`src/rtl/loader_pkg.sv`:
```
// Shared types and constants for the UART instruction-memory boot loader.
package loader_pkg;

    // Frame-parser states
    typedef enum logic [2:0] {
        ST_IDLE,
        ST_LEN0,
        ST_LEN1,
        ST_DATA,
        ST_CSUM,
        ST_RESP,
        ST_DONE,
        ST_ERR
    } state_t;

    localparam logic [7:0] MAGIC      = 8'hA5;
    localparam logic [7:0] ACK_BYTE   = 8'h06;
    localparam logic [7:0] NAK_BYTE   = 8'h15;
    localparam logic [2:0] STORE_WORD = 3'b100;

    // Byte address of word idx relative to the image base.
    function automatic logic [31:0] word_addr(input logic [31:0] base, input logic [15:0] idx);
        return base + {14'd0, idx, 2'b00};
    endfunction

endpackage

```
`src/rtl/byte_timeout.sv`:
```
// Inter-byte idle timer: reloads on clr, counts down while en, flags expiry at zero.
module byte_timeout #(
    parameter int unsigned CYCLES = 1_000_000
) (
    input  logic clk,
    input  logic rst_n,
    input  logic clr,
    input  logic en,
    output logic expired
);

    localparam int CW = $clog2(CYCLES + 1);
    localparam logic [CW-1:0] LOAD = CW'(CYCLES);

    logic [CW-1:0] r_count;

    // Down-counter: reload on clr, otherwise decrement until it sticks at zero
    always_ff @(posedge clk or negedge rst_n) begin
        if (!rst_n) begin
            r_count <= LOAD;
        end else if (clr) begin
            r_count <= LOAD;
        end else if (en && (r_count != '0)) begin
            r_count <= r_count - 1'b1;
        end
    end

    assign expired = (r_count == '0);

endmodule

```
`src/rtl/uart_imem_loader.sv`:
```
// UART boot loader: parses a framed image, writes little-endian words into
// instruction memory, verifies an 8-bit checksum and answers ACK/NAK.
module uart_imem_loader
    import loader_pkg::*;
#(
    parameter logic [31:0] BASE_ADDR      = 32'h0000_0000,
    parameter int unsigned MAX_WORDS      = 2048,
    parameter int unsigned TIMEOUT_CYCLES = 1_000_000
) (
    input  logic        clk,
    input  logic        rst_n,
    input  logic [7:0]  rx_data,
    input  logic        rx_valid,
    output logic [7:0]  tx_data,
    output logic        tx_valid,
    input  logic        tx_ready,
    input  logic        reload,
    output logic        imem_en,
    output logic [31:0] imem_addr,
    output logic [31:0] imem_din,
    output logic [3:0]  imem_wen,
    output logic [2:0]  storecntrl_a,
    output logic        cpu_hold,
    output logic        load_done,
    output logic        load_err
);

    state_t      r_state;
    state_t      w_state_nxt;

    logic [15:0] r_len;
    logic [15:0] r_idx;
    logic [1:0]  r_byte_cnt;
    logic [23:0] r_asm;
    logic [7:0]  r_csum;
    logic        r_imem_en;
    logic [31:0] r_imem_addr;
    logic [31:0] r_imem_din;
    logic        r_tx_valid;
    logic [7:0]  r_tx_data;
    logic        r_resp_ok;
    logic        r_load_done;
    logic        r_load_err;

    logic        w_start;
    logic        w_len_lo;
    logic        w_len_hi;
    logic        w_data_byte;
    logic        w_tx_load;
    logic [7:0]  w_tx_byte;
    logic        w_resp_ok;
    logic        w_hs_done;
    logic        w_active;
    logic        w_to_clr;
    logic        w_expired;
    logic [15:0] w_len_full;
    logic        w_len_too_big;
    logic [15:0] w_last_idx;

    assign w_active      = (r_state == ST_LEN0) || (r_state == ST_LEN1) ||
                           (r_state == ST_DATA) || (r_state == ST_CSUM);
    assign w_to_clr      = rx_valid || reload || !w_active;
    assign w_len_full    = {rx_data, r_len[7:0]};
    assign w_len_too_big = ({16'd0, w_len_full} > MAX_WORDS);
    assign w_last_idx    = r_len - 16'd1;

    byte_timeout #(
        .CYCLES (TIMEOUT_CYCLES)
    ) u_timeout (
        .clk     (clk),
        .rst_n   (rst_n),
        .clr     (w_to_clr),
        .en      (w_active),
        .expired (w_expired)
    );

    // State register
    always_ff @(posedge clk or negedge rst_n) begin
        if (!rst_n) begin
            r_state <= ST_IDLE;
        end else begin
            r_state <= w_state_nxt;
        end
    end

    // Next-state logic and per-cycle datapath strobes; reload overrides everything
    always_comb begin
        w_state_nxt = r_state;
        w_start     = 1'b0;
        w_len_lo    = 1'b0;
        w_len_hi    = 1'b0;
        w_data_byte = 1'b0;
        w_tx_load   = 1'b0;
        w_tx_byte   = NAK_BYTE;
        w_resp_ok   = 1'b0;
        w_hs_done   = 1'b0;
        if (reload) begin
            w_state_nxt = ST_IDLE;
        end else begin
            case (r_state)
                ST_IDLE, ST_ERR: begin
                    if (rx_valid && (rx_data == MAGIC)) begin
                        w_start     = 1'b1;
                        w_state_nxt = ST_LEN0;
                    end
                end
                ST_LEN0: begin
                    if (rx_valid) begin
                        w_len_lo    = 1'b1;
                        w_state_nxt = ST_LEN1;
                    end else if (w_expired) begin
                        w_tx_load   = 1'b1;
                        w_state_nxt = ST_RESP;
                    end
                end
                ST_LEN1: begin
                    if (rx_valid) begin
                        w_len_hi = 1'b1;
                        if (w_len_full == 16'd0) begin
                            w_state_nxt = ST_CSUM;
                        end else if (w_len_too_big) begin
                            w_tx_load   = 1'b1;
                            w_state_nxt = ST_RESP;
                        end else begin
                            w_state_nxt = ST_DATA;
                        end
                    end else if (w_expired) begin
                        w_tx_load   = 1'b1;
                        w_state_nxt = ST_RESP;
                    end
                end
                ST_DATA: begin
                    if (rx_valid) begin
                        w_data_byte = 1'b1;
                        if ((r_byte_cnt == 2'd3) && (r_idx == w_last_idx)) begin
                            w_state_nxt = ST_CSUM;
                        end
                    end else if (w_expired) begin
                        w_tx_load   = 1'b1;
                        w_state_nxt = ST_RESP;
                    end
                end
                ST_CSUM: begin
                    if (rx_valid) begin
                        w_tx_load = 1'b1;
                        if (rx_data == r_csum) begin
                            w_tx_byte = ACK_BYTE;
                            w_resp_ok = 1'b1;
                        end
                        w_state_nxt = ST_RESP;
                    end else if (w_expired) begin
                        w_tx_load   = 1'b1;
                        w_state_nxt = ST_RESP;
                    end
                end
                ST_RESP: begin
                    if (r_tx_valid && tx_ready) begin
                        w_hs_done   = 1'b1;
                        w_state_nxt = r_resp_ok ? ST_DONE : ST_ERR;
                    end
                end
                default: begin
                    w_state_nxt = r_state;
                end
            endcase
        end
    end

    // Word assembler, write port, checksum, response register and sticky flags
    always_ff @(posedge clk or negedge rst_n) begin
        if (!rst_n) begin
            r_len       <= '0;
            r_idx       <= '0;
            r_byte_cnt  <= '0;
            r_asm       <= '0;
            r_csum      <= '0;
            r_imem_en   <= 1'b0;
            r_imem_addr <= '0;
            r_imem_din  <= '0;
            r_tx_valid  <= 1'b0;
            r_tx_data   <= '0;
            r_resp_ok   <= 1'b0;
            r_load_done <= 1'b0;
            r_load_err  <= 1'b0;
        end else begin
            r_imem_en <= 1'b0;
            if (reload) begin
                r_tx_valid  <= 1'b0;
                r_load_done <= 1'b0;
                r_load_err  <= 1'b0;
            end else begin
                if (w_start) begin
                    r_idx       <= '0;
                    r_byte_cnt  <= '0;
                    r_csum      <= '0;
                    r_load_done <= 1'b0;
                    r_load_err  <= 1'b0;
                end
                if (w_len_lo) begin
                    r_len[7:0] <= rx_data;
                end
                if (w_len_hi) begin
                    r_len[15:8] <= rx_data;
                end
                if (w_data_byte) begin
                    r_csum     <= r_csum + rx_data;
                    r_byte_cnt <= r_byte_cnt + 2'd1;
                    if (r_byte_cnt == 2'd3) begin
                        // Fourth byte completes the word: strobe it out next cycle
                        r_imem_en   <= 1'b1;
                        r_imem_din  <= {rx_data, r_asm};
                        r_imem_addr <= word_addr(BASE_ADDR, r_idx);
                        r_idx       <= r_idx + 16'd1;
                    end else begin
                        r_asm <= {rx_data, r_asm[23:8]};
                    end
                end
                if (w_tx_load) begin
                    r_tx_valid <= 1'b1;
                    r_tx_data  <= w_tx_byte;
                    r_resp_ok  <= w_resp_ok;
                end
                if (w_hs_done) begin
                    r_tx_valid  <= 1'b0;
                    r_load_done <= r_resp_ok;
                    r_load_err  <= !r_resp_ok;
                end
            end
        end
    end

    assign imem_en      = r_imem_en;
    assign imem_addr    = r_imem_addr;
    assign imem_din     = r_imem_din;
    assign imem_wen     = r_imem_en ? 4'b1111 : 4'b0000;
    assign storecntrl_a = r_imem_en ? STORE_WORD : 3'b000;
    assign tx_valid     = r_tx_valid;
    assign tx_data      = r_tx_data;
    assign cpu_hold     = (r_state != ST_DONE);
    assign load_done    = r_load_done;
    assign load_err     = r_load_err;

endmodule

```
`config.mk`:
```
export PLATFORM = sky130hd
export DESIGN_NAME = uart_imem_loader
export DESIGN_NICKNAME = d
export VERILOG_FILES = /design/src/rtl/loader_pkg.sv /design/src/rtl/byte_timeout.sv /design/src/rtl/uart_imem_loader.sv
export SDC_FILE = /design/constraint.sdc
export NUM_CORES = 1
export LEC_CHECK = 0
export CAP_MARGIN = 40
export CELL_PAD_IN_SITES_DETAIL_PLACEMENT = 2
export CELL_PAD_IN_SITES_GLOBAL_PLACEMENT = 2
export CORE_ASPECT_RATIO = 0.5
export CORE_MARGIN = 1.5
export CORE_UTILIZATION = 36
export CTS_BUF_LIST = sky130_fd_sc_hd__clkbuf_4
export CTS_CLUSTER_DIAMETER = 80
export DETAILED_ROUTE_END_ITERATION = 8
export GPL_TIMING_DRIVEN = 0
export PLACE_DENSITY_LB_ADDON = 0.1
export SETUP_SLACK_MARGIN = 0.05
export SYNTH_ARGS = -nofsm -noshare
export SYNTH_HDL_FRONTEND = slang
export SYNTH_SLANG_ARGS = --single-unit
```
`constraint.sdc`:
```
create_clock -name clk -period 3.01 [get_ports clk]
set_input_delay 0.301 -clock clk [delete_from_list [all_inputs] [get_ports clk]]
set_output_delay 0.301 -clock clk [all_outputs]
set_load 0.005 [all_outputs]
```
Yosys cells after proc, flatten, opt, wreduce, memory -nomap -nowiden
Cells that the tools add are included.
{ "totals": {"regBits": 150, "latch_bits": 0, "mem_bits_rw": 0, "rom_bits": 0, "inputBits": 13, "output_inout_bits": 84, "wordCells": 129, "n_memories": 0} }
{ "op_classes": {"addsub": 5, "n_mul": 0, "n_div": 0, "n_lt_le_gt_ge": 1, "n_eq_ne": 14, "shift": 0, "n_mux": 62, "n_bitwise": 2, "n_reduce_logical": 29} }
{ "op_table": {"columns": ["op", "n"], "rows": [
  ["$mux W16", 3],
  ["$mux W20", 2],
  ["$mux W3", 12],
  ["$mux W1", 35],
  ["$logic_not A20 Y1", 1],
  ["$reduce_bool A20 Y1", 1],
  ["$sub A20 B1 Y20 const B", 1],
  ["$pmux W3 S6", 1],
  ["$add A16 B1 Y16 const B", 1],
  ["$eq A16 B16 Y1", 1],
  ["$gt A16 B12 Y1 const B", 1],
  ["$logic_not A16 Y1", 1],
  ["$mux W8", 2],
  ["$sub A16 B1 Y16 const B", 1],
  ["$mux W5", 3],
  ["$eq A3 B3 Y1 const B", 3],
  ["$ne A3 B3 Y1 const B", 3],
  ["$add A8 B8 Y8", 1],
  ["$eq A8 B8 Y1", 1],
  ["$eq A8 B8 Y1 const B", 1],
  ["$reduce_and A2 Y1", 4],
  ["$reduce_bool A7 Y1", 1],
  ["$eq A3 B2 Y1 const B", 2],
  ["$reduce_and A3 Y1", 2],
  ["16 further kinds", 29]
]} }

Longest topological paths before layout
{ "depth": {"word_depth": 9, "mapped_depth": 10, "depth_no_buf": 9} }

Hierarchy
From an unflattened synthesis, not the netlist that was laid out.
{ "hier_totals": {"cells_unflattened": 786, "area_unflattened_um2": 7541.0} }
{ "by_module_without_submodules": {"columns": ["mod", "instances", "cells_per_inst", "area_per_inst_um2", "seq_area_each_um2"], "rows": [
  ["uart_imem_loader", 1, 654, 6272.3, 3103.0],
  ["byte_timeout", 1, 132, 1268.7, 509.2]
]} }

Least setup slack after synthesis
No wires, ideal clock.
{ "synth_timing": {"path_type": "register to register", "start": "register r_len[0]", "end": "register r_state[0]", "setup_time_ns": 0.124, "t_arrival_ns": 2.441, "t_required_ns": 2.886, "path_slack_ns": 0.445, "path_stages_with_launch": 10, "path_buffers": 0, "synth_period_minus_slack_ns": 2.565, "path_cell_list": "dfrtp_1 inv_1 ha_1 or4b_4 nor4_2 mux2i_1 a311oi_1 nor4_1 a31oi_1 a211o_1"} }
{ "synth_via": {"elab_chain_len": 5, "elab_cells_between_ends": 10, "cone_classes": "add/sub: 1; eq/ne: 2; mux: 4; reduce/logical: 3"} }
{ "synth_lines": {"columns": ["element", "line_no", "rtl"], "rows": [
  ["start, declared", "uart_imem_loader.sv:31", "logic [15:0] r_len;"],
  ["start signal, assigned", "uart_imem_loader.sv:200", "r_len[7:0] <= rx_data;"],
  ["$sub A16 B1 Y16 / $logic_not A16 Y1 (equally long branches)", "uart_imem_loader.sv:65, uart_imem_loader.sv:119", null],
  ["$eq A16 B16 Y1 / $mux W3 (equally long branches)", "uart_imem_loader.sv:135, uart_imem_loader.sv:119", null],
  ["$logic_and A1 B1 Y1 / $mux W3 (equally long branches)", "uart_imem_loader.sv:135, uart_imem_loader.sv:117", null],
  ["$ne A4 B3 Y1 (no source line) / $pmux W3 S6 (equally long branches)", null, null],
  ["$reduce_and A4 Y1 (no source line) / $mux W3 (equally long branches)", null, null],
  ["end signal, assigned", "uart_imem_loader.sv:82", "r_state <= w_state_nxt;"],
  ["end, declared", "uart_imem_loader.sv:28", "state_t r_state;"]
]} }
Several ways; a longest one is shown, not always the timed one.
A chain may end at the register's enable or synchronous reset.

Worst setup path in the final report
{ "layout_timing": {"start": "register r_len[5]", "end": "register r_state[0]"} }
Same word-level chain as after synthesis.

==> impl_results.md <==
* Hpwl dp at 15400 µm
* M1 WL at 10700 µm
* Fmax achieved at between 300 and 400 MHz
* Worst-skew pair later-pin latency at about 0.60 ns
* Syn avg cell area at 9.59 µm²
* P_sw at ~1.9 mW
* Max-slew violation count at 0
* Hold path start: rx_data[7]
* Initial antenna violation count at 1
* Async SR Flop Fraction at 100%
* CP startpoint: r_len[5]
* Routed wl met2 at just under 10000 µm
* Placer Congestion at 0.806
* Synth Cell Area at between 0.007 and 0.008 mm²
* Cell Pwr Density at 582 mW/mm²
* Startpoint Class: flop
* Kind of critical path: reg2reg
* Final setup fails at 0
* Routed WL per cell at ~19 µm
* Status: complete, no violations
* Hold_ws at roughly 0.20 ns
* Core Footprint at roughly 0.019 mm²
* GRT Util Overall at 21.6%
* FF+latch area at 0.00361 mm²
* Share of the synthesized area in the top cell type at between 40% and 50%
* Synth top area cells: dfrtp_1, nand2_1, mux2_2
* Clock transition at the registers of the reported paths at around 0.13 ns
* Top sig layer: met4
* EDFF count, synth at 0
* Gate Count Post-Synth at 744
* # fillers at 2118
* Req. time, crit path at approximately 3.5 ns
* Clock Path Buffers at 2
* Full die area at just over 0.02 mm²
* Setup Skew at ~0.021 ns
* Max-slew headroom at 51.2%
* Layout cells sized above 1 at between 10% and 20%
* IO buf count at between 70 and 80
* Worst Setup End Kind: flop
* Root Driver: clkbuf_4
* Initial Util at a little under two fifths
* Final Util at 44.4%
* DR vias/cell at 5.07
* DR DRC count at 0
* Overall power at ~5.0 mW
* FF-to-FF Start: r_len[5]
* Met3 WL post-DR at 570 µm
* Yosys warns at 0
* Combinational share of power at 29.2%
* Unrepaired setup endpoints after global routing: false
* CP Max Fanout at 6
* Tightest Pin Transition at roughly 0.73 ns
* H-tree depth at 4
* Net Sw Frac at roughly 38%
* Seq/Total Area, Yosys at between 50% and 60%
* Non-filler cells, final at ~1100
* Final WS setup at roughly 0.12 ns
* Final instance area at 0.00864 mm²
* Yosys cell types at 60
* Via count at 5783
* Seq pwr share at a little under half
* Synth-to-Final Area Change at 21.1%
* Period minus WS final at roughly 2.9 ns
* Routed wire length at 21300 µm
* LEAKAGE at 3.99 nW
* Maxcap violations at 0
* WP data arrival at ~3.4 ns
* Fin. Hold Viols at 0
* Die Ht at 103 µm
* Placed Instance Area at 0.00831 mm²
* DP Worst Slack at -0.617 ns
* Starting DRC count in detailed routing at between 200 and 250
* Top FF cell, synth: dfrtp_1
* CTS sink count at 144
* TritonCTS clock tree: built
* Hold Crit Class: in2reg
* Fin nets at just under 900
* Worst vdd ir at roughly 0.23 mV
* Setup_tns at 0 ns
* Placed Cells at roughly 1100
* CTS buffer count at 17
* Largest area contributor in the netlist: dfrtp_1
* Multi-input gate area at 0.00329 mm²
* Post-DRT Antenna Nets at 0
* Clk network pwr share at between 20% and 30%
* First-pass GRT wire length at 34300 µm
* Congestion Overflow GR at 0
* Cell-internal power at roughly 3.1 mW
* # IOs at 97
* Drt first pass iters at 6
* Largest net degree at the start of global routing at 80
* Vias in the first global route at between 6000 and 7000
* Final Cycle Share at 96.1%
* Core Rows at 36
* #FFs+latches synth at ~140
* Die width at between 200 and 250 µm
placed cells by master, fill, tap and decap left out, drive strengths merged, types with 10 or more instances in the layout:
cell / instances
a21oi: 30
buf: 37
clkbuf: 44
clkdlybuf4s50: 72
conb: 22
dfrtp: 137
ha: 12
inv: 14
mux2: 39
nand2: 180
nand3: 26
nor2: 43
nor3: 14
nor4: 10
o21ai: 32
or3: 16
xnor2: 23
xor2: 20
area by class of cell:
type                            count  area share [%]
Inverter                           10           0.434
Timing Repair Buffer               76            8.99
Sequential cell                   144            41.8
Buffer                             61            4.01
Clock inverter                     15            1.27
Multi-Input combinational cell    550            38.1
Tap cell                          266            3.85
Clock buffer                       17            1.48
Antenna cell                        1          0.0290
worst max-delay path, stage by stage, from the launching register on:
cell and delay (ns):
dfrtp_2 0.48, or3_1 0.37, buf_2 0.17, and4bb_4 0.38
a21oi_2 0.06, or4b_1 0.55, nor4_4 0.30, a31oi_4 0.16
a211o_1 0.31
synth_stat cells (all sizes together) (3+ instances only):
library cell	n
inv	9
nand4	8
o21ai	32
mux2i	6
mux2	39
or4	3
clkbuf	27
xnor2	23
ha	12
nand2	180
nor3b	4
a31oi	5
xor2	20
nor2b	6
and2	5
nand2b	3
nor2	43
a22o	3
a21oi	30
nor3	14
nor4b	3
dfrtp	137
and3	4
nor4	10
dfstp	7
or3	16
buf	34
nand3	26
a21o	4
cell families after synthesis:
family                   share of synthesized area (%)
AND/OR/NAND/NOR                                   21.7
flip-flops                                        50.6
AO/OA/AOI/OAI                                     7.61
buffers and inverters                             5.35
multiplexers                                      7.00
XOR/XNOR                                          5.28
adder cells (fa/ha/maj)                           2.38
other                                           0.0525
what timing repair did:
| action | 4_1_cts | 5_1_grt |
|---|---|---|
| hold endpoints to repair | 59 | 0 |
| hold buffers | 1 | 0 |
| gates cloned | 0 | 0 |
| setup buffers | 0 | 1 |
| gates resized for setup | 5 | 11 |
| setup endpoints to repair | 25 | 4 |
| pin swaps | 2 | 1 |
flip-flops by register name, indices dropped and copies added, names as in the netlist:
register,flops
tx_data,3
u_timeout.r_count,20
r_state,3
r_len,16
imem_din,32
tx_valid,1
load_done,1
imem_en,1
r_csum,8
r_idx,16
r_byte_cnt,2
r_asm,24
imem_addr,16
load_err,1
final timing paths:
kind	cells past startpoint	slack, ns	end
setup / recovery	8	0.12	r_state[0]
hold / removal	3	0.20	imem_din[31]
setup reg to reg	8	0.12	r_state[0]
hold reg to reg	2	0.49	imem_din[1]
max in group asynchronous	3	1.91	r_len[0]
min in group asynchronous	2	0.26	u_timeout.r_count[3]
routing by layer:
metal / global-route usage, % / vias to the layer above
met1: 29.9 / 2978
met2: 35.2 / 76
met3: 4.11 / 15
li1: - / 2714
met5: 0 / -
met4: 5.53 / 0
power by group through the flow:
| stage | registers (mW) | logic [mW] | clock network (mW) |
|---|---|---|---|
| 5_1_grt | 2.45 | 1.63 | 1.27 |
| 6_report | 2.41 | 1.47 | 1.15 |
| 3_5_place_dp | 2.44 | 1.38 | 0 |
| 2_1_floorplan | 2.35 | 0.994 | 0 |
| 4_1_cts | 2.40 | 1.41 | 1.19 |
| 3_3_place_gp | 2.42 | 1.30 | 0 |
Power figures use the tool's default switching activity.
